File: src/rtl/cpu_types_pkg.sv
// ============================================================================
// Module  : cpu_types_pkg
// Brief   : Shared pipeline control and hazard sequencer types.
// Revision: 1.0
// ============================================================================
`default_nettype none

package cpu_types_pkg;

  typedef enum logic [1:0] {
    PIPE_ENABLE = 2'd0,
    PIPE_STALL  = 2'd1,
    PIPE_NOP    = 2'd2
  } pipe_state_t;

  typedef enum logic [1:0] {
    HZ_RUN    = 2'd0,
    HZ_DWAIT  = 2'd1,
    HZ_DDONE  = 2'd2,
    HZ_HALTED = 2'd3
  } hazard_fsm_t;

endpackage

`default_nettype wire

File: src/rtl/hazard_detect.sv
// ============================================================================
// Module  : hazard_detect
// Brief   : Load-use compare between the EX-stage load and DEC-stage sources.
// Revision: 1.0
// ============================================================================
`default_nettype none

module hazard_detect #(
  parameter int REG_W = 5
) (
  input  logic             e_dREN,
  input  logic [REG_W-1:0] e_rt,
  input  logic [REG_W-1:0] d_rs,
  input  logic [REG_W-1:0] d_rt,
  input  logic             d_uses_rt,
  output logic             lu
);

  // Register 0 is hard-wired, so a load into it never creates a dependency.
  assign lu = e_dREN && (e_rt != '0) &&
              ((e_rt == d_rs) || (d_uses_rt && (e_rt == d_rt)));

endmodule

`default_nettype wire

File: src/rtl/pipeline_hazard_ctrl.sv
// ============================================================================
// Module  : pipeline_hazard_ctrl
// Brief   : PC enable and F/D, D/E, E/M, M/W register control for the 5-stage
//           pipeline. PIPE_PERF_CNT_EN adds saturating stall/flush counters.
// Revision: 1.0
// ============================================================================
`default_nettype none

module pipeline_hazard_ctrl
  import cpu_types_pkg::*;
#(
  parameter int REG_W = 5,
  parameter int CNT_W = 32
) (
  input  logic             CLK,
  input  logic             RST,
  input  logic             ihit,
  input  logic             dhit,
  input  logic             m_dREN,
  input  logic             m_dWEN,
  input  logic             e_dREN,
  input  logic [REG_W-1:0] e_rt,
  input  logic [REG_W-1:0] d_rs,
  input  logic [REG_W-1:0] d_rt,
  input  logic             d_uses_rt,
  input  logic             e_branch_taken,
  input  logic             w_halt,
  output logic             pc_en,
  output pipe_state_t      fd_state,
  output pipe_state_t      de_state,
  output pipe_state_t      em_state,
  output pipe_state_t      mw_state,
  output logic             dmem_mask,
  output logic             halted,
  output logic [CNT_W-1:0] stall_cnt,
  output logic [CNT_W-1:0] flush_cnt
);

  hazard_fsm_t state_q, state_d;
  logic        lu;
  logic        fe_pc_en;
  pipe_state_t fe_fd, fe_de, fe_em, fe_mw;

  hazard_detect #(.REG_W(REG_W)) u_hazard_detect (
    .e_dREN    (e_dREN),
    .e_rt      (e_rt),
    .d_rs      (d_rs),
    .d_rt      (d_rt),
    .d_uses_rt (d_uses_rt),
    .lu        (lu)
  );

  // Front-end resolution used whenever the memory side is not holding the pipe.
  always_comb begin
    fe_pc_en = 1'b1;
    fe_fd    = PIPE_ENABLE;
    fe_de    = PIPE_ENABLE;
    fe_em    = PIPE_ENABLE;
    fe_mw    = PIPE_ENABLE;
    if (e_branch_taken) begin
      if (ihit) begin
        fe_fd = PIPE_NOP;
        fe_de = PIPE_NOP;
      end else begin
        fe_pc_en = 1'b0;
        fe_fd    = PIPE_STALL;
        fe_de    = PIPE_STALL;
        fe_em    = PIPE_NOP;
      end
    end else if (lu) begin
      fe_pc_en = 1'b0;
      fe_fd    = PIPE_STALL;
      fe_de    = PIPE_NOP;
    end else if (!ihit) begin
      fe_pc_en = 1'b0;
      fe_fd    = PIPE_NOP;
    end
  end

  always_ff @(posedge CLK or posedge RST) begin
    if (RST) state_q <= HZ_RUN;
    else     state_q <= state_d;
  end

  always_comb begin
    state_d   = state_q;
    pc_en     = 1'b0;
    fd_state  = PIPE_STALL;
    de_state  = PIPE_STALL;
    em_state  = PIPE_STALL;
    mw_state  = PIPE_STALL;
    dmem_mask = 1'b0;
    halted    = 1'b0;
    if (RST) begin
      state_d = HZ_RUN;
    end else if (w_halt || (state_q == HZ_HALTED)) begin
      state_d   = HZ_HALTED;
      dmem_mask = 1'b1;
      halted    = 1'b1;
    end else begin
      case (state_q)
        HZ_RUN: begin
          // The mask is never set in RUN, so any request here is a live dreq.
          if ((m_dREN || m_dWEN) && !dhit) begin
            mw_state = PIPE_NOP;
            state_d  = HZ_DWAIT;
          end else begin
            pc_en    = fe_pc_en;
            fd_state = fe_fd;
            de_state = fe_de;
            em_state = fe_em;
            mw_state = fe_mw;
          end
        end
        HZ_DWAIT: begin
          if (!dhit) begin
            mw_state = PIPE_NOP;
          end else if (ihit) begin
            pc_en    = fe_pc_en;
            fd_state = fe_fd;
            de_state = fe_de;
            em_state = fe_em;
            mw_state = fe_mw;
            state_d  = HZ_RUN;
          end else begin
            mw_state = PIPE_ENABLE;
            state_d  = HZ_DDONE;
          end
        end
        HZ_DDONE: begin
          // Data access already retired; mask keeps the cache from seeing it again.
          dmem_mask = 1'b1;
          if (ihit) begin
            pc_en    = 1'b1;
            fd_state = PIPE_ENABLE;
            de_state = PIPE_ENABLE;
            em_state = PIPE_ENABLE;
            mw_state = PIPE_ENABLE;
            state_d  = HZ_RUN;
          end else begin
            mw_state = PIPE_NOP;
          end
        end
        default: begin
          state_d = HZ_HALTED;
        end
      endcase
    end
  end

`ifdef PIPE_PERF_CNT_EN
  logic [CNT_W-1:0] stall_cnt_q, stall_cnt_d;
  logic [CNT_W-1:0] flush_cnt_q, flush_cnt_d;
  logic             flush_ev;

  // Only the taken-branch-with-ihit case produces this output pattern.
  assign flush_ev = pc_en && (fd_state == PIPE_NOP) && (de_state == PIPE_NOP);

  always_comb begin
    stall_cnt_d = stall_cnt_q;
    flush_cnt_d = flush_cnt_q;
    if (!halted && !pc_en && !(&stall_cnt_q)) stall_cnt_d = stall_cnt_q + 1'b1;
    if (flush_ev && !(&flush_cnt_q))          flush_cnt_d = flush_cnt_q + 1'b1;
  end

  always_ff @(posedge CLK or posedge RST) begin
    if (RST) begin
      stall_cnt_q <= '0;
      flush_cnt_q <= '0;
    end else begin
      stall_cnt_q <= stall_cnt_d;
      flush_cnt_q <= flush_cnt_d;
    end
  end

  assign stall_cnt = stall_cnt_q;
  assign flush_cnt = flush_cnt_q;
`else
  assign stall_cnt = '0;
  assign flush_cnt = '0;
`endif

endmodule

`default_nettype wire

File: config.mk
export PLATFORM = sky130hd
export DESIGN_NAME = pipeline_hazard_ctrl
export DESIGN_NICKNAME = d
export VERILOG_FILES = /design/src/rtl/cpu_types_pkg.sv /design/src/rtl/hazard_detect.sv /design/src/rtl/pipeline_hazard_ctrl.sv
export SDC_FILE = /design/constraint.sdc
export NUM_CORES = 1
export LEC_CHECK = 0
export CAP_MARGIN = 10
export CORE_ASPECT_RATIO = 1.75
export CORE_MARGIN = 10
export CORE_UTILIZATION = 32
export DETAILED_ROUTE_END_ITERATION = 12
export PLACE_DENSITY = 0.86
export SLEW_MARGIN = 0
export SYNTH_ARGS = -nofsm -noshare
export SYNTH_HDL_FRONTEND = slang
export SYNTH_HIERARCHICAL = 1
export SYNTH_SLANG_ARGS = --single-unit
File: constraint.sdc
create_clock -name CLK -period 3.2 [get_ports CLK]
set_input_delay 0.64 -clock CLK [delete_from_list [all_inputs] [get_ports CLK]]
set_output_delay 0.64 -clock CLK [all_outputs]
set_load 0.005 [all_outputs]
Yosys cells after proc, flatten, opt, wreduce, memory -nomap -nowiden. Cells that the tools add are included.

Register bits after elaboration: 2. Output and inout port bits: 75. Word-level logic and storage cells: 71.

Equality and inequality tests: 8. Multiplexer cells: 51. Reduce and logical (&&, ||, !) cells: 11.

Operators with widths (number): two-way mux 2 bit (31); case mux 2 bit (3 select lines) (5); two-way mux 1 bit (14); != test 4 bit, second input constant (3); == test 5 bit (2); nonzero test 5 bit (1); == test 2 bit, second input constant (2); logical AND 1 bit (4); logical OR 1 bit (3); case mux 1 bit (3 select lines) (1); AND reduction 3 bit (1); == test 2 x 1 -> 1 bit, second input constant (1); logical NOT 2 bit (1); logical NOT 1 bit (1).

Longest topological paths before layout.
Depth in word-level cells: 11. Mapped depth: 7.

Modules after synthesis. The synthesis kept the hierarchy.

Modules (own cells, without submodules): pipeline_hazard_ctrl (times used 1, cells an instance 116, area an instance 884.6 um2); hazard_detect (times used 1, cells an instance 17, area an instance 132.6 um2).

Least setup slack after synthesis. OpenSTA, ideal clock, no wires.

Kind: input -> output. From: input e_rt[1]. To: output pc_en. Data arrival time: 1.860 ns. Required time: 2.560 ns. Slack: 0.700 ns. Cell stages on the path: 6. Path buffers: 0. Cell sequence: or4_1 > o21ai_1 > a21oi_1 > nor2b_1 > o21bai_1 > a211oi_1.

Longest elaborated chain between the ends: 11. Elaborated cells on any way between the ends: 15. Those cells by class: eq/ne: 2; mux: 8; reduce/logical: 5.

RTL lines: from (decl) (line pipeline_hazard_ctrl.sv:22) `input logic [REG_W-1:0] e_rt,`; == test 5 bit (line hazard_detect.sv:21) `((e_rt == d_rs) || (d_uses_rt && (e_rt == d_rt)));`; logical AND 1 bit (line hazard_detect.sv:21); logical OR 1 bit (line hazard_detect.sv:21); logical AND 1 bit * (line hazard_detect.sv:20) `assign lu = e_dREN && (e_rt != '0) &&`; named net lu (line pipeline_hazard_ctrl.sv:40) `logic lu;`; two-way mux 1 bit * (line pipeline_hazard_ctrl.sv:70) `end else if (lu) begin`; two-way mux 1 bit * (line pipeline_hazard_ctrl.sv:60) `if (e_branch_taken) begin`; two-way mux 1 bit (line pipeline_hazard_ctrl.sv:118) `end else if (ihit) begin`; two-way mux 1 bit (line pipeline_hazard_ctrl.sv:116) `if (!dhit) begin`; case mux 1 bit (3 select lines) * (line pipeline_hazard_ctrl.sv:101) `case (state_q)`; two-way mux 1 bit * (line pipeline_hazard_ctrl.sv:96) `end else if (w_halt || (state_q == HZ_HALTED)) begin`; two-way mux 1 bit * (line pipeline_hazard_ctrl.sv:94) `if (RST) begin`; to (decl) (line pipeline_hazard_ctrl.sv:28) `output logic pc_en,`.

Mark *: on every way through the listed nets, which the timed path passes. The rest lies on a longest branch.

Worst setup path in the final report.
From: input w_halt. To: output em_state[1].

Longest elaborated chain between the ends: 3.

RTL lines: from (decl) (line pipeline_hazard_ctrl.sv:27) `input logic w_halt,`; logical OR 1 bit (line pipeline_hazard_ctrl.sv:96); two-way mux 2 bit (line pipeline_hazard_ctrl.sv:96); two-way mux 2 bit (line pipeline_hazard_ctrl.sv:94); to (decl) (line pipeline_hazard_ctrl.sv:31) `output pipe_state_t em_state,`.

Every way passes these cells.

==> run metrics <==
run status completed; Crit path largest cell delay 0.57 ns; GRT Util Overall 8.94%; grt ovf 0; FP Rows 27; most frequent cells in the layout conb_1, clkdlybuf4s50_1, buf_4; max-capacitance violation count 0; Final Hold Vio Count 0; EDFF count, synth 0; post-synthesis mux area share 0%; Root Buffer clkbuf_8; vias in the first global route 1000; Post-synth top flop dfrtp_1; Worst Path Max Fanout 4; final wirelength 2990 um; Power Dens Cells 242 mW/mm2; Post-Synthesis Cells 133; Slowest cell on crit path clkdlybuf4s50_1; Hold WS 0.584 ns; DRT Pass-1 Iters 2; cell internal pwr 200 uW; DR vias/cell 3.91; Sinks on Clock Net 2; ys async rst share 100%; Setup Crit Path Kind primary input to output pin; max FFs per register 2; die area 0.00592 mm2; Worst-path clk slew 0.03 ns; Fin Clk Skew 0.000334 ns; Antenna Nets Post-Route 0; Synth Area in Simple Gates 15.0%; I/O pin count 100; PortBufs 35; WHS Endpoint state_q[1]$_DFFE_PP0P_; cell mode on critical path clkdlybuf4s50_1; RSZ-0062 raised after global routing no; half-perimeter wire length after placement 2610 um; fill count 343; largest family of logic cells by synthesized area buffers and inverters; Seq pwr share 10.6%; register-to-register setup slack 1.45 ns; layout cell share with drive strength beyond 1 16.9%; Core ar. 0.00311 mm2; chip width 62.6 um; Startpoint Class primary input; TNS Setup 0 ns; Crit. End Element output pin; Final Slew Violations 0; synth warn 6; logic gate share of total power 58.1%; post-synth cell types 38; Seq/Total Area, Yosys 4.92%; CTS Buffer Depth 2; Setup violations, final 0; ant diodes 0; routed length per placed instance 13.5 um; Remaining DRCs 0; Detailed Route Iter0 Violations 10; Initial Util 32.7%; via count 864; reg2reg path depth 5; Post-CTS Setup Repair Bufs 0; Tcrit/Tclk final 98.3%; clk_lat worst skew 0.21 ns; Seq cells post-synth 2; clock power share 31.4%; Nets 209; global-route wire length before repair 4470 um; mean post-synth cell area 7.65 um2; top flop regs state_q x2; Hold Path Origin state_q[1]$_DFFE_PP0P_; Switching Power 120 uW; initial antenna violation count 0; Synth Area in XOR/XNOR 8.61%; switching share of total power 37.6%; CTS tree built; Compound-Gate Fraction of Synth Area 15.3%; Hold Crit Class register to register; critical path, cell by cell clkdlybuf4s50_1 -> or3_4 -> buf_4 -> nor4bb_1 -> clkdlybuf4s50_1; Fmax 0.318 GHz; area delta synth->final 30.3%; R2R Path End state_q[0]$_DFFE_PP0P_; WP data required 2.56 ns; maximum vdd drop 0.000305 V; RD Place Congestion 0.774; adder-cell share of the synthesized area 4.92%; FF-to-FF Start state_q[0]$_DFFE_PP0P_; hold depth 1; CTS Buf Count 3; Mapped Area 0.00102 mm2; die height 94.6 um; Worst EP arrival 2.51 ns; P_leak 0.653 nW; commonest non-fill, non-tap cell in the layout conb_1; crit path time final 3.15 ns; Top reg by flops state_q; pin count of the biggest net entering global routing 11; CTS H-tree depth 1
[worst max-delay path, delay by kind of cell]
kind,cells,cell delay [ns]
simple gates,2,0.71
buf+inv,3,1.15
[worst max-delay path by stage]
stage | from | end | cells after the start
2_1_floorplan | e_rt[1] | pc_en | 6
3_3_place_gp | e_rt[1] | pc_en | 8
3_5_place_dp | e_rt[1] | pc_en | 8
4_1_cts | w_halt | em_state[1] | 5
5_1_grt | w_halt | em_state[1] | 5
6_report | w_halt | em_state[1] | 5
[layer usage]
layer / routed length [um] / share of wire, % / track usage [%]
met1: 978 / 33 / 7.37
met2: 1580 / 53 / 17.6
met3: 416 / 14 / 5.21
met4: 14 / 0.47 / 2.25
met5: 0 / 0 / 0
[what timing repair did]
item / CTS / global route
pin swaps: 4 / 5
hold buffers: 0 / 0
gates resized for setup: 15 / 9
endpoints found under the setup margin: 4 / 6
[cells in the mapped netlist, drive strengths merged, types with 2 or more instances]
cell | number | area (um2)
a2111oi | 2 | 23.8
a211oi | 2 | 15.0
a21oi | 4 | 20.0
buf | 65 | 492
dfrtp | 2 | 50.1
ha | 4 | 50.1
inv | 6 | 22.5
nand2 | 2 | 7.51
nand3 | 4 | 20.0
nor2 | 5 | 18.8
nor2b | 4 | 27.5
nor4 | 2 | 18.8
o21bai | 2 | 26.3
or3b | 2 | 17.5
xnor2 | 3 | 26.3
xor2 | 7 | 61.3
[area by class of cell]
type	count	area, um2	area share (%)
flip-flops and latches	2	50.0	3.78
repair buffers	45	422	31.8
inverters	6	22.5	1.70
well taps	43	53.8	4.06
multi-input cells	122	736	55.5
clock buffers	3	41.3	3.12
[power by group through the flow]
stage          sequential [mW]  combinational [mW]  clock (mW)
2_1_floorplan           0.0329               0.152           0
3_3_place_gp            0.0336               0.170           0
3_5_place_dp            0.0339               0.174           0
4_1_cts                 0.0336               0.177       0.103
5_1_grt                 0.0349               0.207       0.107
6_report                0.0338               0.186       0.100
[kinds of logic (layout without fill, tap and decap cells)]
logic type / after synthesis / after routing
adders and majority gates: 4 / 4
other: 1 / 64
buffers and inverters: 72 / 54
AOI/OAI and AO/OA: 19 / 19
xor gates and xnor gates: 10 / 10
and+or+nand+nor: 25 / 25
DFF: 2 / 2
[metrics by stage]
step	cells	worst slack, ns	power [mW]	cell area, um2	utilization (%)
floorplan	196	0.700	0.185	1250	-
global placement	218	-0.310	0.203	1240	39.8
detailed placement	218	-0.337	0.208	1240	39.8
CTS	221	0.00542	0.314	1300	41.9
global route	221	0.0208	0.349	1330	42.6
finish	221	0.0535	0.320	1330	42.6
No activity file was read; power rests on OpenSTA's default activity.
